===== src/rtl/adc_imi_pkg.sv =====
// Shared definitions for the multi-channel ADC emulator: mode codes, FSM states, LFSR constants.
// The LFSR pattern is only built when ADC_IMI_LFSR_EN is defined.
package adc_imi_pkg;

    localparam logic [1:0] MODE_RAMP  = 2'd0;
    localparam logic [1:0] MODE_FIXED = 2'd1;
    localparam logic [1:0] MODE_LFSR  = 2'd2;
    localparam logic [1:0] MODE_CHID  = 2'd3;

    typedef enum logic [1:0] {
        ST_IDLE  = 2'd0,
        ST_LOAD  = 2'd1,
        ST_SHIFT = 2'd2,
        ST_GAP   = 2'd3
    } state_t;

    localparam logic [15:0] LFSR_SEED = 16'hACE1;
    localparam logic [15:0] LFSR_MASK = 16'hB400;

    // Right-shifting Galois step: the bit shifted out selects the feedback mask.
    function automatic logic [15:0] lfsr_step(input logic [15:0] s);
        return s[0] ? ((s >> 1) ^ LFSR_MASK) : (s >> 1);
    endfunction

endpackage


===== src/rtl/adc_imi_pattern.sv =====
// Pattern source: per-channel ramp counters, optional shared LFSR and the mode mux.
// Defining ADC_IMI_LFSR_EN adds the LFSR; otherwise mode 2 falls back to the ramp.
module adc_imi_pattern
    import adc_imi_pkg::*;
#(
    parameter int DATA_W = 12,
    parameter int N_CH   = 4,
    parameter int CH_W   = 2
) (
    input  logic              clk_i,
    input  logic              rst_i,
    input  logic [1:0]        mode_i,
    input  logic [DATA_W-1:0] fixed_val_i,
    input  logic [CH_W-1:0]   ch_i,
    input  logic              adv_i,
    input  logic [1:0]        adv_mode_i,
    output logic [DATA_W-1:0] sample_o
);

    logic [DATA_W-1:0] ramp_q [N_CH];
    logic              ramp_adv;

`ifdef ADC_IMI_LFSR_EN
    logic [15:0] lfsr_q;

    assign ramp_adv = adv_i && (adv_mode_i == MODE_RAMP);

    always_ff @(posedge clk_i or posedge rst_i) begin
        if (rst_i) begin
            lfsr_q <= LFSR_SEED;
        end else if (adv_i && (adv_mode_i == MODE_LFSR)) begin
            lfsr_q <= lfsr_step(lfsr_q);
        end
    end
`else
    assign ramp_adv = adv_i && ((adv_mode_i == MODE_RAMP) || (adv_mode_i == MODE_LFSR));
`endif

    always_ff @(posedge clk_i or posedge rst_i) begin
        if (rst_i) begin
            for (int i = 0; i < N_CH; i++) begin
                ramp_q[i] <= '0;
            end
        end else if (ramp_adv) begin
            ramp_q[ch_i] <= ramp_q[ch_i] + DATA_W'(1);
        end
    end

    always_comb begin
        sample_o = ramp_q[ch_i];
        case (mode_i)
            MODE_FIXED: sample_o = fixed_val_i;
            MODE_CHID:  sample_o = DATA_W'(ch_i);
`ifdef ADC_IMI_LFSR_EN
            MODE_LFSR:  sample_o = lfsr_q[DATA_W-1:0];
`endif
            default:    sample_o = ramp_q[ch_i];
        endcase
    end

endmodule


===== src/rtl/adc_imi_multi.sv =====
// Multi-channel SPI ADC emulator: each frame is LOAD, SHIFT (MSB-first serial out), GAP.
// Mode 2 uses an LFSR only when ADC_IMI_LFSR_EN is defined, otherwise it acts as the ramp.
module adc_imi_multi
    import adc_imi_pkg::*;
#(
    parameter int  DATA_W  = 12,
    parameter int  N_CH    = 4,
    parameter int  CLK_DIV = 2,
    parameter int  GAP     = 4,
    localparam int CH_W    = (N_CH > 1) ? $clog2(N_CH) : 1
) (
    input  logic              clk_25,
    input  logic              reset,
    input  logic              start,
    input  logic [1:0]        mode,
    input  logic [DATA_W-1:0] fixed_val,
    output logic              sck,
    output logic              cs_n,
    output logic              sdo,
    output logic [DATA_W-1:0] data_out,
    output logic [CH_W-1:0]   ch_out,
    output logic              data_valid,
    output logic              busy,
    output state_t            dbg_state
);

    localparam int DIV_W  = (CLK_DIV > 1) ? $clog2(CLK_DIV) : 1;
    localparam int GAP_W  = (GAP > 1) ? $clog2(GAP) : 1;
    localparam int HALF_W = $clog2(2 * DATA_W);

    state_t            state_q, state_d;
    logic [DIV_W-1:0]  div_q, div_d;
    logic [HALF_W-1:0] half_q, half_d;
    logic [GAP_W-1:0]  gap_q, gap_d;
    logic [DATA_W-1:0] shreg_q, shreg_d;
    logic [DATA_W-1:0] sample_q, sample_d;
    logic [DATA_W-1:0] data_out_q, data_out_d;
    logic [1:0]        mode_q, mode_d;
    logic [CH_W-1:0]   ch_q, ch_d;
    logic [CH_W-1:0]   ch_out_q, ch_out_d;
    logic              dv_q, dv_d;
    logic              pat_adv;
    logic [DATA_W-1:0] pat_sample;

    adc_imi_pattern #(
        .DATA_W (DATA_W),
        .N_CH   (N_CH),
        .CH_W   (CH_W)
    ) u_pattern (
        .clk_i       (clk_25),
        .rst_i       (reset),
        .mode_i      (mode),
        .fixed_val_i (fixed_val),
        .ch_i        (ch_q),
        .adv_i       (pat_adv),
        .adv_mode_i  (mode_q),
        .sample_o    (pat_sample)
    );

    always_ff @(posedge clk_25 or posedge reset) begin
        if (reset) begin
            state_q    <= ST_IDLE;
            div_q      <= '0;
            half_q     <= '0;
            gap_q      <= '0;
            shreg_q    <= '0;
            sample_q   <= '0;
            data_out_q <= '0;
            mode_q     <= MODE_RAMP;
            ch_q       <= '0;
            ch_out_q   <= '0;
            dv_q       <= 1'b0;
        end else begin
            state_q    <= state_d;
            div_q      <= div_d;
            half_q     <= half_d;
            gap_q      <= gap_d;
            shreg_q    <= shreg_d;
            sample_q   <= sample_d;
            data_out_q <= data_out_d;
            mode_q     <= mode_d;
            ch_q       <= ch_d;
            ch_out_q   <= ch_out_d;
            dv_q       <= dv_d;
        end
    end

    always_comb begin
        state_d    = state_q;
        div_d      = div_q;
        half_d     = half_q;
        gap_d      = gap_q;
        shreg_d    = shreg_q;
        sample_d   = sample_q;
        data_out_d = data_out_q;
        mode_d     = mode_q;
        ch_d       = ch_q;
        ch_out_d   = ch_out_q;
        dv_d       = 1'b0;
        pat_adv    = 1'b0;
        case (state_q)
            ST_IDLE: begin
                if (start) state_d = ST_LOAD;
            end
            ST_LOAD: begin
                shreg_d  = pat_sample;
                sample_d = pat_sample;
                mode_d   = mode;
                div_d    = '0;
                half_d   = '0;
                state_d  = ST_SHIFT;
            end
            ST_SHIFT: begin
                if (div_q == DIV_W'(CLK_DIV - 1)) begin
                    div_d  = '0;
                    half_d = half_q + HALF_W'(1);
                    // An odd half-period ends on a falling sck edge: present the next bit.
                    if (half_q[0]) shreg_d = shreg_q << 1;
                    if (half_q == HALF_W'(2 * DATA_W - 1)) begin
                        state_d    = ST_GAP;
                        gap_d      = '0;
                        dv_d       = 1'b1;
                        data_out_d = sample_q;
                        ch_out_d   = ch_q;
                        pat_adv    = 1'b1;
                        ch_d       = (ch_q == CH_W'(N_CH - 1)) ? '0 : ch_q + CH_W'(1);
                    end
                end else begin
                    div_d = div_q + DIV_W'(1);
                end
            end
            ST_GAP: begin
                if (gap_q == GAP_W'(GAP - 1)) begin
                    state_d = start ? ST_LOAD : ST_IDLE;
                end else begin
                    gap_d = gap_q + GAP_W'(1);
                end
            end
            default: state_d = ST_IDLE;
        endcase
    end

    // Serial pins decode straight from registered state so reset clears them immediately.
    always_comb begin
        sck  = (state_q == ST_SHIFT) && half_q[0];
        cs_n = !((state_q == ST_LOAD) || (state_q == ST_SHIFT));
        sdo  = 1'b0;
        if (state_q == ST_LOAD) begin
            sdo = pat_sample[DATA_W-1];
        end else if (state_q == ST_SHIFT) begin
            sdo = shreg_q[DATA_W-1];
        end
    end

    assign data_out   = data_out_q;
    assign ch_out     = ch_out_q;
    assign data_valid = dv_q;
    assign busy       = (state_q != ST_IDLE);
    assign dbg_state  = state_q;

endmodule


===== config.mk =====
export PLATFORM = sky130hd
export DESIGN_NAME = adc_imi_multi
export DESIGN_NICKNAME = d
export VERILOG_FILES = /design/src/rtl/adc_imi_pkg.sv /design/src/rtl/adc_imi_pattern.sv /design/src/rtl/adc_imi_multi.sv
export SDC_FILE = /design/constraint.sdc
export NUM_CORES = 1
export LEC_CHECK = 0
export BUFFER_PORTS_ARGS = -buffer_cell sky130_fd_sc_hd__buf_2
export CORE_ASPECT_RATIO = 1.2
export CORE_MARGIN = 1
export CORE_UTILIZATION = 40
export CTS_CLUSTER_DIAMETER = 200
export DETAILED_ROUTE_END_ITERATION = 16
export GPL_ROUTABILITY_DRIVEN = 0
export GPL_TIMING_DRIVEN = 0
export HOLD_SLACK_MARGIN = 0.15
export PLACE_DENSITY = 0.63
export SKIP_CTS_REPAIR_TIMING = 1
export SKIP_LAST_GASP = 1
export SYNTH_ARGS = -nofsm -noshare
export SYNTH_HDL_FRONTEND = slang
export SYNTH_SLANG_ARGS = --single-unit

===== constraint.sdc =====
create_clock -name clk_25 -period 3.85 [get_ports clk_25]
set_clock_uncertainty 0.1 [all_clocks]
set_input_delay 0.1925 -clock clk_25 [delete_from_list [all_inputs] [get_ports clk_25]]
set_output_delay 0.1925 -clock clk_25 [all_outputs]
set_load 0.1 [all_outputs]

# == After elaboration in Yosys (flattened, before gate mapping) ==
# Cells that the tools add are included.
# Widths: inputs -> output; s select.
# word_totals
reg_bits,101
in_bits,17
out_inout_bits,21
elab_cells,84
# op_classes
n_addsub,5
order_cmp,2
eq_ne,15
n_mux,30
bitwise,1
reduce_logical,16
# op_table
cell,n
$mux 12,5
$bwmux 48,1
$pmux 12 s2,2
$bmux 12 s2,1
$demux 12 s2,1
$mux 2,8
$add 12x1->12 const B,1
$eq 2x2->1 const B,6
$ne 2x2->1 const B,6
$pmux 5 s2,1
$pmux 2 s4,1
$reduce_and 4->1,2
$mux 1,7
$reduce_and 3->1,2
$reduce_bool 2->1,3
$add 5x1->5 const B,1
$eq 5x5->1 const B,1
$mux 5,1
$add 2x1->2 const B,2
$eq 2x1->1 const B,2
$logic_not 2->1,2
$pmux 2 s2,1
$ge 3x3->1 const B,1
$logic_and 1x1->1,3
other kinds (7),8

# == Logic depth before layout (Yosys ltp) ==
# Gate-level depths: netlist of the first run.
# logic_depth
depth_word,6
ltp_mapped,9
mapped_depth_nobuf,7

# == Modules after synthesis ==
# Synthesis of the first run repeated with hierarchy kept, for this count alone.
# unflattened
cells_unflattened,430
hier_area_um2,4788.3
# modules_own_cells
mod,instances,cells_each,area_per_inst_um2,seq_area_each_um2
adc_imi_multi,1,193,2419.8,1326.3
adc_imi_pattern,1,237,2368.5,1201.2

# == Least setup slack after synthesis of the first run ==
# OpenSTA, ideal clock, no wires.
# synth_path
path_type,reg-to-output
start,"reg state_q[1], in the netlist dbg_state[1]"
end,out sdo
arrival_ns,3.900
required_time_ns,3.557
slack_ns,-0.343
path_stages_with_launch,6
n_path_buf,2
path_cell_list,dfrtp_1 -> inv_1 -> ha_1 -> clkbuf_1 -> clkbuf_1 -> o21ai_0
# synth_via
elab_chain_cells,3
elab_cells_between_ends,4
classes_between,eq/ne (2); mux (2)
# synth_rtl
element,line_no,rtl
"start, declared",adc_imi_multi.sv:31,"state_t state_q, state_d;"
"start signal, assigned",adc_imi_multi.sv:74,state_q <= state_d;
$eq 2x2->1,adc_imi_multi.sv:150,end else if (state_q == ST_SHIFT) begin
$mux 1,adc_imi_multi.sv:150,
$mux 1 *,adc_imi_multi.sv:148,if (state_q == ST_LOAD) begin
"end, declared",adc_imi_multi.sv:19,"output logic sdo,"
# Every way passes the cells marked *; elsewhere a longest branch is shown, timed or not.

# == Worst setup path in the final report of the first run ==
# Ends and elaborated chain as after synthesis.

==> qor.yml, run 1 <==
ir_drop_mv: 0.465
start_util: 0.418
drive_above_1_share: 0.208
syn2layout_area_growth_pct: 16.1
start_kind: "flop"
p_leak_uw: 0.00247
rsz0062_at_grt: "false"
drt_pass1_iterations: 4
arrival_ns: 2.52
design_area_mm2: 0.00543
wl_mm: 10.7
num-nets-final: 514
status: "finished clean"
coreArea_mm2: 0.0112
fin_crit_sh: 0.730
die_h_um: 120
p_int_uw: 2040
ys_seq_area_frac: 0.535
wl_per_cell_um: 16.6
path_max_fanout: 10
min_path_type: "in2reg"
avgViaCountPerCell: 5.24
max_cap_viol_count: 0
post-route-min-period_ns: 2.81
ant_nets: 0
grt_pass1_vias: 3386
p_sw_uw: 1170
setup-tns-final_ns: 0
swShare: 0.364
grt_max_degree: 57
fmax_ghz: 0.356
worstMarginPinSlew_ns: 0.586
drt_iter0_markers: 176
slowest_delay_ns: 0.45
path_clk_slew_ns: 0.07
cts_buffer_depth: 2
fp.dieW_um: 101
p_comb_frac: 0.300
worst_slack_ns: 1.04
layout_commonest_cell: "dfrtp_1"
finalHoldViolCount: 0
cts_tree: "built"
worst_hold_slack_ns: 0.0820
nFillCells: 1063
synth_seq_cells: 100
grt_usage: 0.192
cts-root-buf: "clkbuf_16"
synth_edf_count: 0
dpl_cell_area_mm2: 0.00509
cts_made_buffers: 9
h-tree-depth: 3
async_flop_share: 1.00
ff_latch_area_mm2: 0.00250
p_clk_frac: 0.288
required_ns: 3.56
syn_area_mm2: 0.00468
path_buf_inv: 4
max_slew_margin: 0.609
syn_area_per_cell_um2: 10.8
overflow: 0
fp.dieArea_mm2: 0.0121
layout.cells.non_filler: 644
antenna_found_initial: 0
synthFlopType: "dfrtp_1"
pwr_density_cell_mw_per_mm2: 590
synth_cell_types: 38
pin_count: 38
path_cells: "inv_1, ha_1, clkbuf_1, buf_1, nand2_1, o21ai_1, buf_2"
critPathTopFamily: "buffers and inverters"
rows: 42
synth_cells: 432
dp_slack_ns: 1.41
setup_viol: 0
slew_viol_final: 0
vias: 3376
dp.cells: 624
portBuffers: 37
multi_input_area_mm2: 0.00201
crit_type: "reg2out"
final_cell_mix: "dfrtp_1, nand2_1, o21ai_0"
synth_nets: 461
dp_hpwl_mm: 7.52
pwr-share-seq: 0.412
crit_slowest_cell: "buf_1"
clk_latency_ns: 0.35
drc: 0
grt_pass1_wl_mm: 17.6
insertedDiodeCount: 0
worstSetupEndpointType: "primary output"
yosys_warnings: 0
clkSinkCount: 100
cell type report:
cell class / instances / area share
Sequential cell: 100 / 0.461
Multi-Input combinational cell: 294 / 0.370
Clock buffer: 12 / 0.0472
Timing Repair Buffer: 42 / 0.0465
Tap cell: 154 / 0.0355
Buffer: 25 / 0.0214
Inverter: 13 / 0.00944
Clock inverter: 4 / 0.00875
kinds of logic after synthesis:
logic type	share of synthesized area
AOI/OAI and AO/OA	0.125
xor gates and xnor gates	0.0187
adders and majority gates	0.0321
buffers and inverters	0.0353
DFF	0.535
muxes	0.135
and+or+nand+nor	0.119
registers in the layout (all words and copies together) (netlist names), 2 cells and up:
name              flops
u_pattern.ramp_q     48
data_out             12
sample_q             12
shreg_q              12
half_q                5
ch_out                2
ch_q                  2
dbg_state             2
gap_q                 2
worst min-delay path, cell delays in order:
cell	delay, ns
buf_2	0.09
a211oi_1	0.07
a22oi_1	0.13
worst paths after layout:
check                                          start                    to  slack [ns]  cells after the start
worst max-delay path                    dbg_state[1]                   sdo        1.04                      7
worst min-delay path                           start          dbg_state[0]        0.08                      3
worst max register to register               ch_q[0]  u_pattern.ramp_q[46]        1.40                      7
worst min register to register  u_pattern.ramp_q[24]  u_pattern.ramp_q[24]        0.38                      2
max in group asynchronous                      reset  u_pattern.ramp_q[45]        2.61                      4
min in group asynchronous                      reset             half_q[0]        0.37                      3
power by group through the flow:
stage,clock [µW],combinational (µW),sequential [µW]
after global routing,982,1060,1340
after detailed placement,0,953,1340
after global placement,0,916,1330
final,924,961,1320
after CTS,945,957,1320
after floorplan,0,681,1390
per-layer routing:
metal,global-route usage,part of all wire,up-vias
met3,0.0277,0.052,14
met1,0.254,0.43,1673
met4,0.0815,0.017,0
li1,-,-,1610
met2,0.316,0.50,79
met5,0,0,-
stage by stage:
step,utilization,power (µW)
6_report,0.485,3200
3_3_place_gp,0.452,2250
5_1_grt,0.485,3380
3_5_place_dp,0.455,2290
4_1_cts,0.482,3220
2_1_floorplan,-,2070
synth_stat cells (2+ instances only):
library cell	n	area [µm²]
mux4_2	12	270
buf_1	3	11.3
a31oi_1	3	18.8
nor4_2	2	25.0
and2_1	3	18.8
buf_6	2	22.5
o31ai_1	2	15.0
mux2i_1	7	70.1
o2bb2ai_1	2	17.5
dfrtp_1	100	2500
a22oi_1	8	60.1
nor2_1	34	128
mux2_2	26	293
buf_2	3	15.0
nand2_1	59	221
nand3b_1	4	30.0
inv_1	13	48.8
a21oi_1	21	105
ha_1	12	150
clkbuf_1	16	60.1
xnor2_1	9	78.8
nor3_1	3	15.0
nand3_1	11	55.1
o21ai_0	43	215
a21o_1	8	60.1
o21ai_1	14	70.1
(Power assumes the default switching activity.)
==> inputs of run 2 (changes only) <==
--- a/config.mk
+++ b/config.mk
@@ -14,7 +14,7 @@
 export GPL_ROUTABILITY_DRIVEN = 0
 export GPL_TIMING_DRIVEN = 0
 export HOLD_SLACK_MARGIN = 0.15
-export PLACE_DENSITY = 0.63
+export PLACE_DENSITY = 0.65
 export SKIP_CTS_REPAIR_TIMING = 1
 export SKIP_LAST_GASP = 1
 export SYNTH_ARGS = -nofsm -noshare
==> constraint.sdc (replaced) <==
create_clock -name clk_25 -period 2.5 [get_ports clk_25]
set_clock_uncertainty 0.1 [all_clocks]
set_input_delay 0.125 -clock clk_25 [delete_from_list [all_inputs] [get_ports clk_25]]
set_output_delay 0.125 -clock clk_25 [all_outputs]
set_load 0.1 [all_outputs]
==> qor.yml, run 2 (synthesized netlist as in run 1, its figures left out) <==
wl_mm: 10.8  # +0.63%
start_util: 0.418  # unchanged
grt_pass1_vias: 3559  # +5.1%
worstReg2RegEnd: "u_pattern.ramp_q[32]"
cts_made_buffers: 9  # unchanged
clkSinkCount: 100  # unchanged
drt_pass1_iterations: 5  # +1
layout.cells.non_filler: 655  # +1.7%
p_comb_frac: 0.298  # -0.002
p_sw_uw: 1810  # +55%
portBuffers: 37  # unchanged
post-route-min-period_ns: 2.55
avgViaCountPerCell: 5.26  # +0.36%
required_ns: 2.28  # -1.28 ns
status: "complete, but fails checks"
max_cap_viol_count: 0  # unchanged
slew_viol_final: 0  # unchanged
vias: 3446  # +2.1%
cts_tree: "built"
path_clk_slew_ns: 0.07  # about the same
die_h_um: 120  # unchanged
coreArea_mm2: 0.0112  # unchanged
pwr-share-seq: 0.402  # -0.010
design_area_mm2: 0.00562  # +3.4%
final_cell_mix: "dfrtp_1, nand2_1, o21ai_0"
syn2layout_area_growth_pct: 20.1
num-nets-final: 525  # +2.1%
worstMarginPinSlew_ns: 0.717  # +0.131 ns
drive_above_1_share: 0.230  # +0.0214
crit_type: "reg2out"
antenna_found_initial: 0  # unchanged
dpl_cell_area_mm2: 0.00511  # +0.47%
pin_count: 38  # unchanged
path_max_fanout: 10  # unchanged
crit_end: "sdo"
largest_reg_flops: 48  # unchanged
pwr_density_cell_mw_per_mm2: 901  # +53%
fp.dieW_um: 101  # unchanged
overflow: 0  # unchanged
ir_drop_mv: 0.555  # +19%
arrival_ns: 2.32  # -0.20 ns
drc: 0  # unchanged
p_leak_uw: 0.00253  # +2.7%
wl_per_cell_um: 16.4  # -1.1%
multi_input_area_mm2: 0.00203  # +1.0%
max_slew_margin: 0.521  # -0.0885
setup_viol: 1  # +1
r2r_start: "ch_q[0]"
cts_buffer_depth: 2  # unchanged
ff_latch_area_mm2: 0.00250  # about the same
violations: "negative setup slack"
grt_max_degree: 46  # -19%
grt_pass1_wl_mm: 17.8  # +1.2%
insertedDiodeCount: 0  # unchanged
p_clk_frac: 0.300  # +0.012
clk_latency_ns: 0.34  # about the same
dp.cells: 625  # +0.16%
p_int_uw: 3250  # +59%
start_kind: "flop"
worstSetupEndpointType: "primary output"
cts-root-buf: "clkbuf_16"
ant_nets: 0  # unchanged
min_path_type: "in2reg"
nFillCells: 1012  # -4.8%
fin_crit_sh: 1.02
layout_commonest_cell: "dfrtp_1"
fmax_ghz: 0.392
fp.dieArea_mm2: 0.0121  # unchanged
rows: 42  # unchanged
swShare: 0.358  # -0.00632
regMostFlops: "u_pattern.ramp_q"
rsz0062_at_grt: "true"
grt_usage: 0.191  # -0.00130
startpoint: "ch_q[0]"
power_uw: 5060  # +58%
setup-tns-final_ns: -0.0486  # -0.0486 ns
worst_hold_slack_ns: 0.105  # +0.0235 ns
r2r_setup_slack_ns: 0.11  # -1.29 ns
dp_hpwl_mm: 7.52  # about the same
h-tree-depth: 3  # unchanged
worst_slack_ns: -0.0486  # -1.09 ns
finalHoldViolCount: 0  # unchanged
rr_worst_depth: 7  # unchanged
drt_iter0_markers: 126  # -28%
[run 2: layout make-up]
type	instances	share of cell area
inverters	13	0.0100
multi-input cells	294	0.362
clock inverters	5	0.0149
repair buffers	54	0.0666
well taps	154	0.0343
plain buffers	24	0.0234
clock buffers	11	0.0432
flip-flops and latches	100	0.446
[run 2: power by group through the flow]
| stage | Combinational (µW) | Clock [µW] | Sequential (µW) |
|---|---|---|---|
| 6_report | 1510 | 1520 | 2040 |
| 5_1_grt | 1660 | 1600 | 2080 |
| 4_1_cts | 1490 | 1540 | 2040 |
| 3_5_place_dp | 1480 | 0 | 2060 |
| 3_3_place_gp | 1430 | 0 | 2050 |
| 2_1_floorplan | 1060 | 0 | 2140 |
[run 2: how the worst min path moves through the flow]
stage / from / cells after the start / to
floorplan: mode[0] / 1 / mode_q[0]
global placement: mode[0] / 2 / mode_q[0]
detailed placement: reset / 2 / half_q[3]
CTS: reset / 2 / half_q[0]
global route: fixed_val[11] / 4 / sample_q[11]
finish: fixed_val[11] / 4 / sample_q[11]
[run 2: routing by layer]
layer / track usage / vias up / wire [µm] / part of all wire
met2: 0.324 / 80 / 5500 / 0.51
met4: 0.0543 / 0 / 167 / 0.016
met1: 0.253 / 1715 / 4620 / 0.43
met3: 0.0295 / 16 / 468 / 0.044
met5: 0 / - / 0 / 0
li1: - / 1635 / - / -
[run 2: critical path, stage by stage (launching register included)]
cell	delay, ns
dfrtp_1	0.44
buf_12	0.18
buf_8	0.16
mux4_2	0.54
a22o_4	0.29
nand2_1	0.10
o21ai_2	0.07
buf_6	0.20
[run 2: per-stage QoR]
step / setup slack, ns / util
2_1_floorplan: -0.0180 / -
3_3_place_gp: 0.0900 / 0.453
3_5_place_dp: 0.0692 / 0.457
4_1_cts: -0.271 / 0.486
5_1_grt: -0.132 / 0.502
6_report: -0.0486 / 0.502
==> inputs of run 3 (changes only) <==
--- a/config.mk
+++ b/config.mk
@@ -5,7 +5,7 @@
 export SDC_FILE = /design/constraint.sdc
 export NUM_CORES = 1
 export LEC_CHECK = 0
-export BUFFER_PORTS_ARGS = -buffer_cell sky130_fd_sc_hd__buf_2
+export BUFFER_PORTS_ARGS = -buffer_cell sky130_fd_sc_hd__buf_4
 export CORE_ASPECT_RATIO = 1.2
 export CORE_MARGIN = 1
 export CORE_UTILIZATION = 40
==> qor.yml, run 3 (synthesized netlist as in run 1, its figures left out) <==
status: "complete, but fails checks"
violations: "negative setup slack"
fp.dieArea_mm2: 0.0121  # unchanged
p_int_uw: 3280  # +0.88%
rows: 42  # unchanged
path_buf_inv: 3  # unchanged
min_path_type: "in2reg"
drive_above_1_share: 0.238  # +0.00808
wl_per_cell_um: 16.7  # +1.5%
nFillCells: 1008  # -0.40%
h-tree-depth: 3  # unchanged
grt_usage: 0.192  # +0.00146
r2r_setup_slack_ns: 0.08  # -0.03 ns
finalHoldViolCount: 0  # unchanged
grt_pass1_vias: 3504  # -1.5%
holdPathStages: 3  # -1
path_max_fanout: 10  # unchanged
worstSetupEndpointType: "primary output"
pwr_density_cell_mw_per_mm2: 888  # -1.4%
crit_slowest_cell: "mux4_2"
dp_hpwl_mm: 7.57  # +0.74%
worstReg2RegEnd: "u_pattern.ramp_q[22]"
r2r_start: "ch_q[0]"
slew_viol_final: 0  # unchanged
final_cell_mix: "dfrtp_1, nand2_1, buf_4"
ir_drop_mv: 0.573  # +3.4%
rr_worst_depth: 8  # +1
drt_iter0_markers: 186  # +48%
pwr-share-seq: 0.401  # about the same
drt_pass1_iterations: 4  # -1
num-nets-final: 529  # +0.76%
antenna_found_initial: 0  # unchanged
fin_crit_sh: 1.01  # -0.00703
regMostFlops: "u_pattern.ramp_q"
slowest_delay_ns: 0.54  # about the same
fp.dieW_um: 101  # unchanged
coreArea_mm2: 0.0112  # unchanged
layout_commonest_cell: "dfrtp_1"
clk_latency_ns: 0.34  # about the same
clkSinkCount: 100  # unchanged
portBuffers: 37  # unchanged
cts_tree: "built"
avgViaCountPerCell: 5.25  # -0.29%
die_h_um: 120  # unchanged
critPathTopFamily: "multiplexers"
finish.utilization: 0.511  # +0.00906
path_clk_slew_ns: 0.07  # about the same
setup-tns-final_ns: -0.0311  # +0.0176 ns
path_cells: "buf_12, buf_8, mux4_2, a22o_1, nand2_1, o21ai_2, buf_6"
setup_viol: 1  # unchanged
max_cap_viol_count: 0  # unchanged
swShare: 0.354  # -0.00347
wl_mm: 11.0  # +2.1%
holdPathEnd: "sample_q[10]"
dp_slack_ns: 0.0783  # +0.00903 ns
arrival_ns: 2.31  # about the same
syn2layout_area_growth_pct: 22.2
grt_max_degree: 44  # -4.3%
rsz0062_at_grt: "true"
worst_hold_slack_ns: 0.0950  # -0.0105 ns
overflow: 0  # unchanged
cts-root-buf: "clkbuf_16"
max_slew_margin: 0.575  # +0.0544
largest_reg_flops: 48  # unchanged
ant_nets: 0  # unchanged
pin_count: 38  # unchanged
vias: 3457  # +0.32%
start_kind: "flop"
start_util: 0.418  # unchanged
hp-start: "fixed_val[10]"
crit_type: "reg2out"
p_leak_uw: 0.00257  # +1.5%
post-route-min-period_ns: 2.53  # -0.0176 ns
required_ns: 2.28  # about the same
grt_pass1_wl_mm: 17.7  # -0.51%
power_uw: 5080  # +0.34%
cts_made_buffers: 9  # unchanged
drc: 0  # unchanged
p_sw_uw: 1800  # -0.64%
cts_buffer_depth: 2  # unchanged
insertedDiodeCount: 0  # unchanged
p_comb_frac: 0.302  # +0.004
worst_slack_ns: -0.0311  # +0.0176 ns
worstMarginPinSlew_ns: 0.636  # -0.0815 ns
fmax_ghz: 0.395  # +0.69%
p_clk_frac: 0.297  # -0.003
## run 3: stage by stage
stage	area, µm²	cells
2_1_floorplan	4690	432
3_3_place_gp	5160	623
3_5_place_dp	5200	625
4_1_cts	5530	641
5_1_grt	5720	659
6_report	5720	659
## run 3: power groups by stage
stage	logic (µW)	registers (µW)	clock network (µW)
detailed placement	1510	2070	0
finish	1530	2030	1510
global route	1700	2070	1600
global placement	1470	2050	0
floorplan	1060	2140	0
CTS	1520	2040	1530
## run 3: routing by layer
metal	global-route usage	routed length [µm]
met5	0	0
met4	0.0634	161
met3	0.0283	401
met2	0.329	5750
met1	0.249	4670
## run 3: final cells by class
class | count | area [µm²] | area share
Timing Repair Buffer | 58 | 489 | 0.0855
Sequential cell | 100 | 2500 | 0.438
Inverter | 13 | 56.3 | 0.00984
Buffer | 24 | 133 | 0.0232
Multi-Input combinational cell | 294 | 2020 | 0.352
Clock buffer | 11 | 243 | 0.0424
Clock inverter | 5 | 85.1 | 0.0149
Tap cell | 154 | 193 | 0.0337
## run 3: how the worst max path moves through the flow
stage	from	endpoint	slack, ns	depth (start not counted)
detailed placement	ch_q[0]	u_pattern.ramp_q[22]	0.08	7
global placement	ch_q[0]	u_pattern.ramp_q[32]	0.09	7
finish	ch_q[0]	sdo	-0.03	7
global route	ch_q[0]	sdo	-0.13	7
CTS	ch_q[0]	sdo	-0.17	7
floorplan	dbg_state[1]	sdo	-0.02	5
## run 3: worst register-to-register path: stages (launching register included)
cell	delay (ns)
dfrtp_1	0.43
buf_12	0.16
buf_4	0.11
mux4_2	0.56
ha_1	0.28
nand2_1	0.15
nor4_2	0.06
xnor2_1	0.34
o21ai_1	0.11
